**src/rtl/jump_branch_control_unit.sv**
```systemverilog
// Hardwired control sequencer for instruction fetch and the control-transfer
// class (jr, jal, br) plus nop/halt. State advances on the falling clock edge,
// so every strobe is settled before the datapath samples on the rising edge.
module jump_branch_control_unit #(
   parameter logic [4:0] OP_BR   = 5'b10011,
   parameter logic [4:0] OP_JR   = 5'b10100,
   parameter logic [4:0] OP_JAL  = 5'b10101,
   parameter logic [4:0] OP_NOP  = 5'b11010,
   parameter logic [4:0] OP_HALT = 5'b11011
) (
   input  logic        clock,
   input  logic        clear,
   input  logic [31:0] ir,
   input  logic        con,
   input  logic        mem_ready,
   output logic        PCout,
   output logic        MARin,
   output logic        IncPC,
   output logic        memRead,
   output logic        ramEnable,
   output logic        MDRin,
   output logic        MDRout,
   output logic        IRin,
   output logic        Gra,
   output logic        Rout,
   output logic        PCin,
   output logic        R15in,
   output logic        CONin,
   output logic        Yin,
   output logic        Cout,
   output logic        ADD,
   output logic        Zin,
   output logic        Zlowout,
   output logic        Grb,
   output logic        Grc,
   output logic        Rin,
   output logic        BAout,
   output logic        run,
   output logic        unsupported,
   output logic [3:0]  state
);

   typedef enum logic [3:0] {
      S_IDLE = 4'd0,
      S_T0   = 4'd1,
      S_T1   = 4'd2,
      S_T2   = 4'd3,
      S_T3   = 4'd4,
      S_T4   = 4'd5,
      S_T5   = 4'd6,
      S_T6   = 4'd7,
      S_HALT = 4'd8
   } state_t;

   state_t     r_state;
   state_t     w_next;
   logic [4:0] w_opcode;
   logic       w_unusedIr;

   assign w_opcode   = ir[31:27];
   assign w_unusedIr = ^ir[26:0];

   // These strobes belong to other instruction classes and stay idle here
   assign Grb   = 1'b0;
   assign Grc   = 1'b0;
   assign Rin   = 1'b0;
   assign BAout = 1'b0;

   assign run   = (r_state != S_HALT);
   assign state = r_state;

   // State register: falling-edge update, clear forces IDLE even mid-instruction
   always_ff @(negedge clock or negedge clear) begin
      if (!clear) begin
         r_state <= S_IDLE;
      end else begin
         r_state <= w_next;
      end
   end

   // Next-state and Moore strobe decode from the current T-state and opcode
   always_comb begin
      w_next      = r_state;
      PCout       = 1'b0;
      MARin       = 1'b0;
      IncPC       = 1'b0;
      memRead     = 1'b0;
      ramEnable   = 1'b0;
      MDRin       = 1'b0;
      MDRout      = 1'b0;
      IRin        = 1'b0;
      Gra         = 1'b0;
      Rout        = 1'b0;
      PCin        = 1'b0;
      R15in       = 1'b0;
      CONin       = 1'b0;
      Yin         = 1'b0;
      Cout        = 1'b0;
      ADD         = 1'b0;
      Zin         = 1'b0;
      Zlowout     = 1'b0;
      unsupported = 1'b0;
      case (r_state)
         S_IDLE: begin
            w_next = S_T0;
         end
         S_T0: begin
            PCout  = 1'b1;
            MARin  = 1'b1;
            IncPC  = 1'b1;
            w_next = S_T1;
         end
         S_T1: begin
            memRead   = 1'b1;
            ramEnable = 1'b1;
            MDRin     = 1'b1;
            if (mem_ready) begin
               w_next = S_T2;
            end
         end
         S_T2: begin
            MDRout = 1'b1;
            IRin   = 1'b1;
            w_next = S_T3;
         end
         S_T3: begin
            case (w_opcode)
               OP_JR: begin
                  Gra    = 1'b1;
                  Rout   = 1'b1;
                  PCin   = 1'b1;
                  w_next = S_T0;
               end
               OP_JAL: begin
                  PCout  = 1'b1;
                  R15in  = 1'b1;
                  w_next = S_T4;
               end
               OP_BR: begin
                  Gra    = 1'b1;
                  Rout   = 1'b1;
                  CONin  = 1'b1;
                  w_next = S_T4;
               end
               OP_NOP: begin
                  w_next = S_T0;
               end
               OP_HALT: begin
                  w_next = S_HALT;
               end
               default: begin
                  unsupported = 1'b1;
                  w_next      = S_T0;
               end
            endcase
         end
         S_T4: begin
            if (w_opcode == OP_JAL) begin
               Gra    = 1'b1;
               Rout   = 1'b1;
               PCin   = 1'b1;
               w_next = S_T0;
            end else if (w_opcode == OP_BR) begin
               PCout  = 1'b1;
               Yin    = 1'b1;
               w_next = S_T5;
            end else begin
               w_next = S_T0;
            end
         end
         S_T5: begin
            Cout   = 1'b1;
            ADD    = 1'b1;
            Zin    = 1'b1;
            w_next = S_T6;
         end
         S_T6: begin
            Zlowout = 1'b1;
            PCin    = con;
            w_next  = S_T0;
         end
         S_HALT: begin
            w_next = S_HALT;
         end
         default: begin
            w_next = S_IDLE;
         end
      endcase
   end

endmodule

```
**config.mk**
```make
export PLATFORM = sky130hd
export DESIGN_NAME = jump_branch_control_unit
export DESIGN_NICKNAME = d
export VERILOG_FILES = /design/src/rtl/jump_branch_control_unit.sv
export SDC_FILE = /design/constraint.sdc
export NUM_CORES = 1
export LEC_CHECK = 0
export BUFFER_PORTS_ARGS = -buffer_cell sky130_fd_sc_hd__buf_2
export CAP_MARGIN = 20
export CELL_PAD_IN_SITES_DETAIL_PLACEMENT = 0
export CELL_PAD_IN_SITES_GLOBAL_PLACEMENT = 1
export CORE_ASPECT_RATIO = 1.4
export CORE_UTILIZATION = 20
export CTS_BUF_LIST = sky130_fd_sc_hd__clkbuf_4
export CTS_CLUSTER_SIZE = 24
export DETAILED_ROUTE_END_ITERATION = 16
export PLACE_DENSITY = 0.93
export SETUP_SLACK_MARGIN = 0.2
export SLEW_MARGIN = 20
export SYNTH_ARGS = -nofsm -noshare
export SYNTH_HDL_FRONTEND = slang
export SYNTH_SLANG_ARGS = --single-unit
```
**constraint.sdc**
```tcl
create_clock -name clock -period 2 [get_ports clock]
set_input_delay 0.3 -clock clock [delete_from_list [all_inputs] [get_ports clock]]
set_output_delay 0.3 -clock clock [all_outputs]
set_load 0.01 [all_outputs]
```
# Yosys cells after proc, flatten, opt, wreduce, memory -nomap -nowiden
# Cells that the tools add are included.
# word_totals
elab_cells	44
out_inout_bits	28
ff_bits	4
input_bits	36
# classes
reduce_logical	5
eq_ne	15
muxes	23
# op_table
op	n
4-bit case mux with 8 select lines	1
5-bit == test (second input constant)	5
4-bit by 3-bit == test with 1-bit output (second input constant)	4
1-bit two-way mux	15
4-bit by 2-bit == test with 1-bit output (second input constant)	2
4-bit case mux with 2 select lines	1
3-bit two-way mux	2
1-bit case mux with 3 select lines	2
2-bit OR reduction	3
5-bit OR reduction	1
4-bit by 1-bit == test with 1-bit output (second input constant)	1
4-bit == test (second input constant)	1
4-bit zero test	1
4-bit two-way mux	1
4-bit != test (second input constant)	1
2-bit != test (second input constant)	1
1-bit case mux with 2 select lines	1

# Longest topological paths before layout
# Gate-level depths: netlist (run 1).
# logic_depth
ltp_word	4
mapped_depth	5
mapped_depth_nobuf	4

==> results of run 1 <==
[timing repair]
action	4_1_cts	5_1_grt
gates resized for setup	24	29
buffers inserted	9	12
endpoints found under the setup margin	27	28
gates cloned	1	0
pin swaps	7	10
[layout by cell type (no fill, tap or decap), types with 3 or more instances in the layout]
cell | netlist | final
dfrtn_1 | 4 | 4
nor2_4 | 0 | 3
conb_1 | 1 | 4
buf_6 | 1 | 22
nand2_1 | 6 | 5
nor2_2 | 0 | 3
nor3_4 | 0 | 3
a21oi_2 | 0 | 3
clkbuf_4 | 0 | 3
buf_4 | 11 | 27
buf_2 | 2 | 25
nor2_1 | 10 | 4
[cells in the mapped netlist (all sizes together)]
library cell / n / area [um^2]
nor2: 10 / 37.5
clkbuf: 2 / 7.51
dfrtn: 4 / 100
nand3: 2 / 10.0
o22a: 2 / 17.5
nor3: 6 / 35.0
a211oi: 1 / 7.51
a21o: 1 / 7.51
xor2: 2 / 17.5
nand4b: 1 / 8.76
a31oi: 2 / 12.5
nand3b: 1 / 7.51
a21oi: 5 / 25.0
buf: 14 / 104
o21ai: 1 / 5.00
or2: 1 / 6.26
nand2b: 4 / 25.0
inv: 2 / 7.51
o32ai: 1 / 8.76
nand2: 6 / 22.5
conb: 1 / 3.75
nor3b: 2 / 26.3
or3: 2 / 12.5
o22ai: 1 / 6.26
or2b: 1 / 7.51
[worst min-delay path, delay by kind of cell, from the launching register on]
family	cells	cell delay, ps
DFF	1	360
buffers and inverters	1	160
AOI/OAI and AO/OA	1	110
[cells by family (layout without fill, tap and decap cells)]
| logic type | count (synthesis) | after routing | share of synthesized area |
|---|---|---|---|
| buffers and inverters | 18 | 80 | 0.225 |
| AOI/OAI and AO/OA | 14 | 14 | 0.170 |
| xor gates and xnor gates | 2 | 2 | 0.0331 |
| DFF | 4 | 4 | 0.189 |
| other | 1 | 4 | 0.00709 |
| and+or+nand+nor | 36 | 36 | 0.376 |
[worst max-delay path by stage]
| stage | slack, ps | start | cells past startpoint | end |
|---|---|---|---|---|
| floorplan | -640 | state[2]$_DFFE_NN0P_ | 5 | Rout |
| global placement | -560 | state[3]$_DFFE_NN0P_ | 4 | R15in |
| detailed placement | -570 | state[3]$_DFFE_NN0P_ | 4 | R15in |
| CTS | -840 | state[2]$_DFFE_NN0P_ | 5 | Rout |
| global route | -900 | state[0]$_DFFE_NN0P_ | 4 | Rout |
| finish | -850 | state[0]$_DFFE_NN0P_ | 4 | Rout |
[final cells by class]
cell class | instances | area [um^2] | area share
tap | 34 | 42.5 | 0.0338
inverter | 2 | 7.51 | 0.00596
clock buffer | 3 | 22.5 | 0.0179
multi-input combinational | 56 | 492 | 0.390
timing repair buffer | 75 | 596 | 0.473
sequential | 4 | 100 | 0.0794
[power by group]
part	switching [mW]	internal (mW)	total [mW]
Combinational	0.528	0.662	1.19
Clock	0.0343	0.0672	0.102
Sequential	0.0385	0.113	0.152
[per-layer routing]
metal	GRT usage	vias up	part of all wire
li1	-	373	-
met1	0.164	354	0.36
met2	0.271	41	0.57
met3	0.00867	7	0.039
met4	0.0682	0	0.027
met5	0	-	0
[through the flow]
stage	hold WS (ps)	setup TNS, ps	setup slack, ps	utilization
after CTS	612	-15730	-837	0.424
final	568	-16470	-851	0.516
after detailed placement	611	-9870	-568	0.341
after global routing	580	-17650	-901	0.516
after floorplan	603	-9250	-640	-
after global placement	565	-9250	-555	0.341
==> flow_summary.yaml, run 1 <==
run_status:
  status: "finished, violations left"
  violations: "negative setup slack"
floorplan:
  num_io_pins: 64
  die_w_um: 45.5
  initial_core_util: 0.217
  core_um2: 2440
  die_area_um2: 2860
  die_y_um: 62.9
  fp-row-count: 21
drt:
  ant_nets: 0
  drc: 0
  first_pass_iters: 4
  routed_via_density: 4.45
  wirelength_mm: 2.25
  drt_iter0_drc: 8
  wl_per_cell_um: 12.9
  vias: 775
setup_path:
  reg2reg_to: "state[3]$_DFFE_NN0P_"
  worstPathArrival_ps: 2550
  critPathMaxFanout: 4
  worst_setup_path_end_kind: "primary output"
  cp_num_buf_inv: 1
  crit_type: "reg2out"
  path_delay_family: "flip-flops"
  reg2reg_setup_slack_ps: 570
  cp_slowest_cell: "dfrtn_1"
  crit_path_max_incr_delay_ps: 500
  r2r-start: "state[0]$_DFFE_NN0P_"
  r2r_cells: 5
  cp.required_ps: 1700
  worstPathCellList: "nand2b_1, or2_4, o32ai_4, buf_2"
  critPathLaunchType: "flop"
timing:
  grt_setup_unrepaired: "true"
  fin_worst_skew_ps: 0.457
  report.final.slew_viol_count: 0
  hold_violations: 0
  setup_ws_ps: -851
  setup_violations: 25
power_and_ir_drop:
  totalPowerFinal_mw: 1.44
  p_leak_nw: 0.615
  ir_worst_vdd_mv: 0.467
  p_per_area_nw_per_um2: 1150
global_route:
  overflow: 0
  grt_pass1_vias: 752
  grt_pass1_wl_mm: 3.23
  antenna_found_initial: 0
  grt_max_degree: 13
  grt_usage: 0.149
min_path:
  min_from: "state[3]$_DFFE_NN0P_"
  holdPathStages: 2
  hold_path_end: "state[1]$_DFFE_NN0P_"
  hp-class: "reg2reg"
synthesis:
  ys_seq_area_frac: 0.189
  yosys.cell_types.count: 29
  synth.avg_cell_area_um2: 7.06
  ys_ff_latch: 4
  mappedNetlistArea_um2: 529
  synth_cells: 75
  yosysWarnings: 0
placement:
  placedCellCount: 149
  dpl_cell_area_um2: 833
  dp_hpwl_mm: 1.33
  gp_congestion: 0.754
  io_buffers: 32
job:
  cap_violations: 0
finish:
  diodes: 0
  fillers: 222
  syn2layout_area_growth_pct: 138
  drive_gt1_frac: 0.743
  final_cell_area_um2: 1260
  final_cells: 174
  final_nets: 178
  largest_register_ffs: 4
clock_tree:
  cts_tree: "done"
  numClockSinks: 4
  cts.clk_slew.worst_paths_ps: 30
  cts.htree.levels: 1
  clk_latency_ps: 250
  hold_buffers: 0
  clockBufferDepth: 2
  root_buffer: "clkbuf_4"
  numCtsBuffers: 3
No activity file was read; power rests on OpenSTA's default activity.
==> run 2: changes to the inputs <==
Settings changed: PLACE_DENSITY 0.93 to unset, PLACE_DENSITY_LB_ADDON set to 0.15.
==> run 2 against run 1 <==
- the run still ends with negative setup slack left
- final cell count decreased by 9.2%
- largest cell class unchanged
- utilization decreased by 8.9 points
- clock skew increased by 4.5 ps
- critical path type unchanged
- critical endpoint is now PCout
==> flow_summary.yaml, run 2 (same netlist as run 1, synthesis figures left out) <==
run_status:
  status: "finished, violations left"
  violations: "negative setup slack"
floorplan:
  fp-row-count: 21
  die_w_um: 45.5
  initial_core_util: 0.217
  die_area_um2: 2860
  core_um2: 2440
  die_y_um: 62.9
  num_io_pins: 64
setup_path:
  crit_type: "reg2out"
  worstPathCellList: "buf_4, buf_6, nor2_2, nand3_2, a211oi_2, buf_2"
  critPathMaxFanout: 5
  worstPathArrival_ps: 2500
  critPathLaunchType: "flop"
  cp_num_buf_inv: 3
  cp_slowest_cell: "dfrtn_1"
  crit_start: "state[0]$_DFFE_NN0P_"
  r2r-start: "state[2]$_DFFE_NN0P_"
  crit_path_max_incr_delay_ps: 400
  cp.required_ps: 1700
  worst_setup_path_end_kind: "primary output"
  path_delay_family: "buffers and inverters"
timing:
  fin_worst_skew_ps: 4.96
  grt_setup_unrepaired: "true"
  hold_violations: 0
  setup_tns_ps: -15130
  setup_violations: 25
  setup_ws_ps: -796
  report.final.slew_viol_count: 0
finish:
  diodes: 0
  final_cells: 158
  layout_commonest_cell: "buf_2"
  layout_common_cells: "24 x buf_2, 21 x buf_4, 13 x buf_6"
  syn2layout_area_growth_pct: 96.9
  final_nets: 162
  largest_register_ffs: 4
  drive_gt1_frac: 0.669
placement:
  placedCellCount: 150
  gp_congestion: 0.697
  place_worst_setup_slack_ps: -576
  dp_hpwl_mm: 1.37
  io_buffers: 32
drt:
  wl_met1_um: 665
  met3_length_um: 69
  drc: 0
  ant_nets: 0
  wirelength_mm: 1.72
  wl_per_cell_um: 10.9
  wl_met2_um: 986
  drt_iter0_drc: 15
  routed_via_density: 4.31
  vias: 681
  top_layer_used: "met3"
  first_pass_iters: 3
global_route:
  grt_pass1_vias: 676
  antenna_found_initial: 0
  grt_max_degree: 13
  overflow: 0
  grt_pass1_wl_mm: 2.80
  grt_usage: 0.130
clock_tree:
  numCtsBuffers: 3
  clk_latency_ps: 250
  cts.clk_slew.worst_paths_ps: 30
  cts_tree: "done"
  numClockSinks: 4
  clockBufferDepth: 2
  root_buffer: "clkbuf_4"
  cts.htree.levels: 1
min_path:
  min_from: "state[3]$_DFFE_NN0P_"
  hp-class: "reg2reg"
power_and_ir_drop:
  totalPowerFinal_mw: 1.10
  ir_worst_vdd_mv: 0.370
  p_per_area_nw_per_um2: 1060
  p_leak_nw: 0.509
job:
  cap_violations: 0
run 2: cell count changes in the layout (fill, tap and decap cells not counted), sizes merged:
cell	change
buf	-16
run 2: final timing paths:
| kind | endpoint | slack, ps | cells past startpoint |
|---|---|---|---|
| min in group asynchronous | state[0]$_DFFE_NN0P_ | 740 | 1 |
| min | state[1]$_DFFE_NN0P_ | 570 | 2 |
| max reg2reg | state[3]$_DFFE_NN0P_ | 660 | 5 |
| max | PCout | -800 | 6 |
| min reg2reg | state[1]$_DFFE_NN0P_ | 570 | 2 |
| max in group asynchronous | state[1]$_DFFE_NN0P_ | 1110 | 1 |
run 2: worst register-to-register path, delay by kind of cell, from the launching register on:
kind	cells	cell delay [ps]
DFF	1	470
buffers and inverters	1	160
and+or+nand+nor	3	600
AOI/OAI and AO/OA	1	140
run 2: through the flow:
stage	util	cell area, um^2	hold slack (ps)
4_1_cts	0.402	983	576
3_3_place_gp	0.344	841	559
5_1_grt	0.427	1040	614
2_1_floorplan	-	593	603
3_5_place_dp	0.344	841	582
6_report	0.427	1040	568
run 2: repair_timing:
action / in CTS / in global routing
hold buffers: 0 / 0
pin swaps: 6 / 7
setup buffers: 3 / 2
gates resized for setup: 21 / 10
endpoints found under the setup margin: 28 / 28
endpoints found under the hold margin: 0 / 0
run 2: per-layer routing:
metal  track usage  vias up
met4        0.0682        0
met5             0        -
li1              -      342
met2         0.234       23
met1         0.139      316
met3        0.0116        0
run 2: cell type report:
cell class / instances / area, um^2
timing repair buffer: 59 / 439
inverter: 2 / 7.51
clock buffer: 3 / 22.5
sequential: 4 / 100
multi-input combinational: 56 / 430
fill: 267 / 1400
tap: 34 / 42.5
run 2: where the power goes:
| group | switching [mW] | internal [mW] | total [mW] |
|---|---|---|---|
| sequential | 0.0380 | 0.113 | 0.151 |
| clock | 0.0306 | 0.0669 | 0.0975 |
| combinational | 0.409 | 0.445 | 0.854 |
==> run 3: changes to the inputs <==
Settings changed: GPL_TIMING_DRIVEN set to 0.
==> run 3 against run 2 <==
- the run still ends with negative setup slack left
- sequential power down 5%
- final cell count increased by 15%
- via count grew 16%
- die area unchanged
- non-clock buffer count rose by 23
- register-to-register slack got worse by 610 ps
- sequential cell count unchanged
- critical endpoint is now Rout
- highest routed layer is now met4
==> flow_summary.yaml, run 3 (same netlist as run 1, synthesis figures left out) <==
power_and_ir_drop:
  p_clk_frac: 0.064
  p_sw_frac: 0.391
  switching_power_mw: 0.620
  combPwrFrac: 0.845
  ir_worst_vdd_mv: 0.478
  totalPowerFinal_mw: 1.59
  internal_power_mw: 0.967
  p_leak_nw: 0.671
  p_seq_frac: 0.091
  p_per_area_nw_per_um2: 1140
setup_path:
  crit_type: "reg2out"
  crit_path_max_incr_delay_ps: 370
  path_delay_family: "buffers and inverters"
  cp_slowest_cell: "or3_4"
  cp.required_ps: 1700
  cp_num_buf_inv: 4
  cpMostUsedCell: "buf_6"
  critPathLaunchType: "flop"
  worstPathCellList: "buf_6, or3_4, buf_6, o32ai_4, buf_4, buf_6"
  worst_setup_path_end_kind: "primary output"
  critPathMaxFanout: 5
  worstPathArrival_ps: 2580
floorplan:
  fp-row-count: 21
  die_area_um2: 2860
  die_w_um: 45.5
  die_y_um: 62.9
  initial_core_util: 0.217
  num_io_pins: 64
  core_um2: 2440
clock_tree:
  clk_latency_ps: 250
  numClockSinks: 4
  cts_tree: "done"
  cts.htree.levels: 1
  root_buffer: "clkbuf_4"
  numCtsBuffers: 3
  hold_buffers: 0
  clockBufferDepth: 2
  cts.clk_slew.worst_paths_ps: 30
timing:
  setup_violations: 26
  report.final.slew_viol_count: 0
  grt_setup_unrepaired: "true"
  fin_worst_skew_ps: 3.92
  setup_tns_ps: -16170
  hold_violations: 0
  setup_ws_ps: -875
finish:
  final_nets: 185
  layout_common_cells: "31 x buf_6, 27 x buf_4, 18 x buf_2"
  drive_gt1_frac: 0.735
  syn2layout_area_growth_pct: 163
  final_cell_area_um2: 1390
  diodes: 0
  largest_register_ffs: 4
  layout_commonest_cell: "buf_6"
  fillers: 226
  final_cells: 181
global_route:
  grt-busiest-layer: "met2"
  antenna_found_initial: 0
  grt_util_met3: 0.0405
  overflow: 0
  grt_util_met2: 0.250
  grt_pass1_vias: 710
  grt_usage: 0.140
  met1_usage: 0.151
  grt_max_degree: 11
  grt_pass1_wl_mm: 3.04
placement:
  dpl_cell_area_um2: 796
  placedCellCount: 144
  io_buffers: 32
  place_worst_setup_slack_ps: -788
  gp_congestion: 0.703
  dp_hpwl_mm: 1.27
drt:
  first_pass_iters: 4
  routed_via_density: 4.35
  drc: 0
  vias: 788
  drt_iter0_drc: 3
  ant_nets: 0
  wl_per_cell_um: 11.7
  wirelength_mm: 2.12
run_status:
  violations: "negative setup slack"
  status: "finished, violations left"
job:
  cap_violations: 0
min_path:
  hp-class: "reg2reg"
[run 3: cell type report]
| class | instances | area [um^2] | share of cell area |
|---|---|---|---|
| inverters | 2 | 7.51 | 0.00540 |
| clock buffers | 3 | 22.5 | 0.0162 |
| plain buffers | 16 | 150 | 0.108 |
| well taps | 34 | 42.5 | 0.0306 |
| multi-input cells | 56 | 480 | 0.346 |
| repair buffers | 66 | 587 | 0.422 |
| flip-flops and latches | 4 | 100 | 0.0720 |
[run 3: path summary, 6_finish.rpt]
| path | slack (ps) | from | endpoint | depth (start not counted) |
|---|---|---|---|---|
| worst max-delay path | -880 | state[1]$_DFFE_NN0P_ | Rout | 6 |
| worst min-delay path | 710 | state[3]$_DFFE_NN0P_ | state[1]$_DFFE_NN0P_ | 2 |
| worst max register to register | 50 | state[2]$_DFFE_NN0P_ | state[1]$_DFFE_NN0P_ | 14 |
| worst min register to register | 710 | state[3]$_DFFE_NN0P_ | state[1]$_DFFE_NN0P_ | 2 |
| max in group asynchronous | 1120 | clear | state[3]$_DFFE_NN0P_ | 1 |
| min in group asynchronous | 730 | clear | state[1]$_DFFE_NN0P_ | 1 |
[run 3: routing by layer]
metal,wire length (um),share of wire
met1,774,0.37
met2,1210,0.57
met3,103,0.049
met4,34,0.016
met5,0,0
[run 3: what timing repair did]
item / CTS / global route
setup buffers: 25 / 9
gates resized for setup: 55 / 18
endpoints found under the setup margin: 27 / 28
pin swaps: 14 / 8
[run 3: worst min-delay path, delay by kind of cell, from the launching register on]
family / cells / cell delay (ps)
buffers and inverters: 1 / 260
flip-flops: 1 / 340
AO/OA/AOI/OAI: 1 / 180
[run 3: power by group through the flow]
stage	Combinational [mW]	Sequential (mW)	Clock, mW
global route	1.43	0.147	0.116
CTS	1.10	0.144	0.105
finish	1.34	0.144	0.102
global placement	0.647	0.141	0
floorplan	0.439	0.150	0
detailed placement	0.651	0.142	0
[run 3: metrics by stage]
stage,hold slack [ps],utilization
floorplan,603,-
global placement,673,0.326
detailed placement,673,0.326
CTS,665,0.506
global route,723,0.569
finish,711,0.569
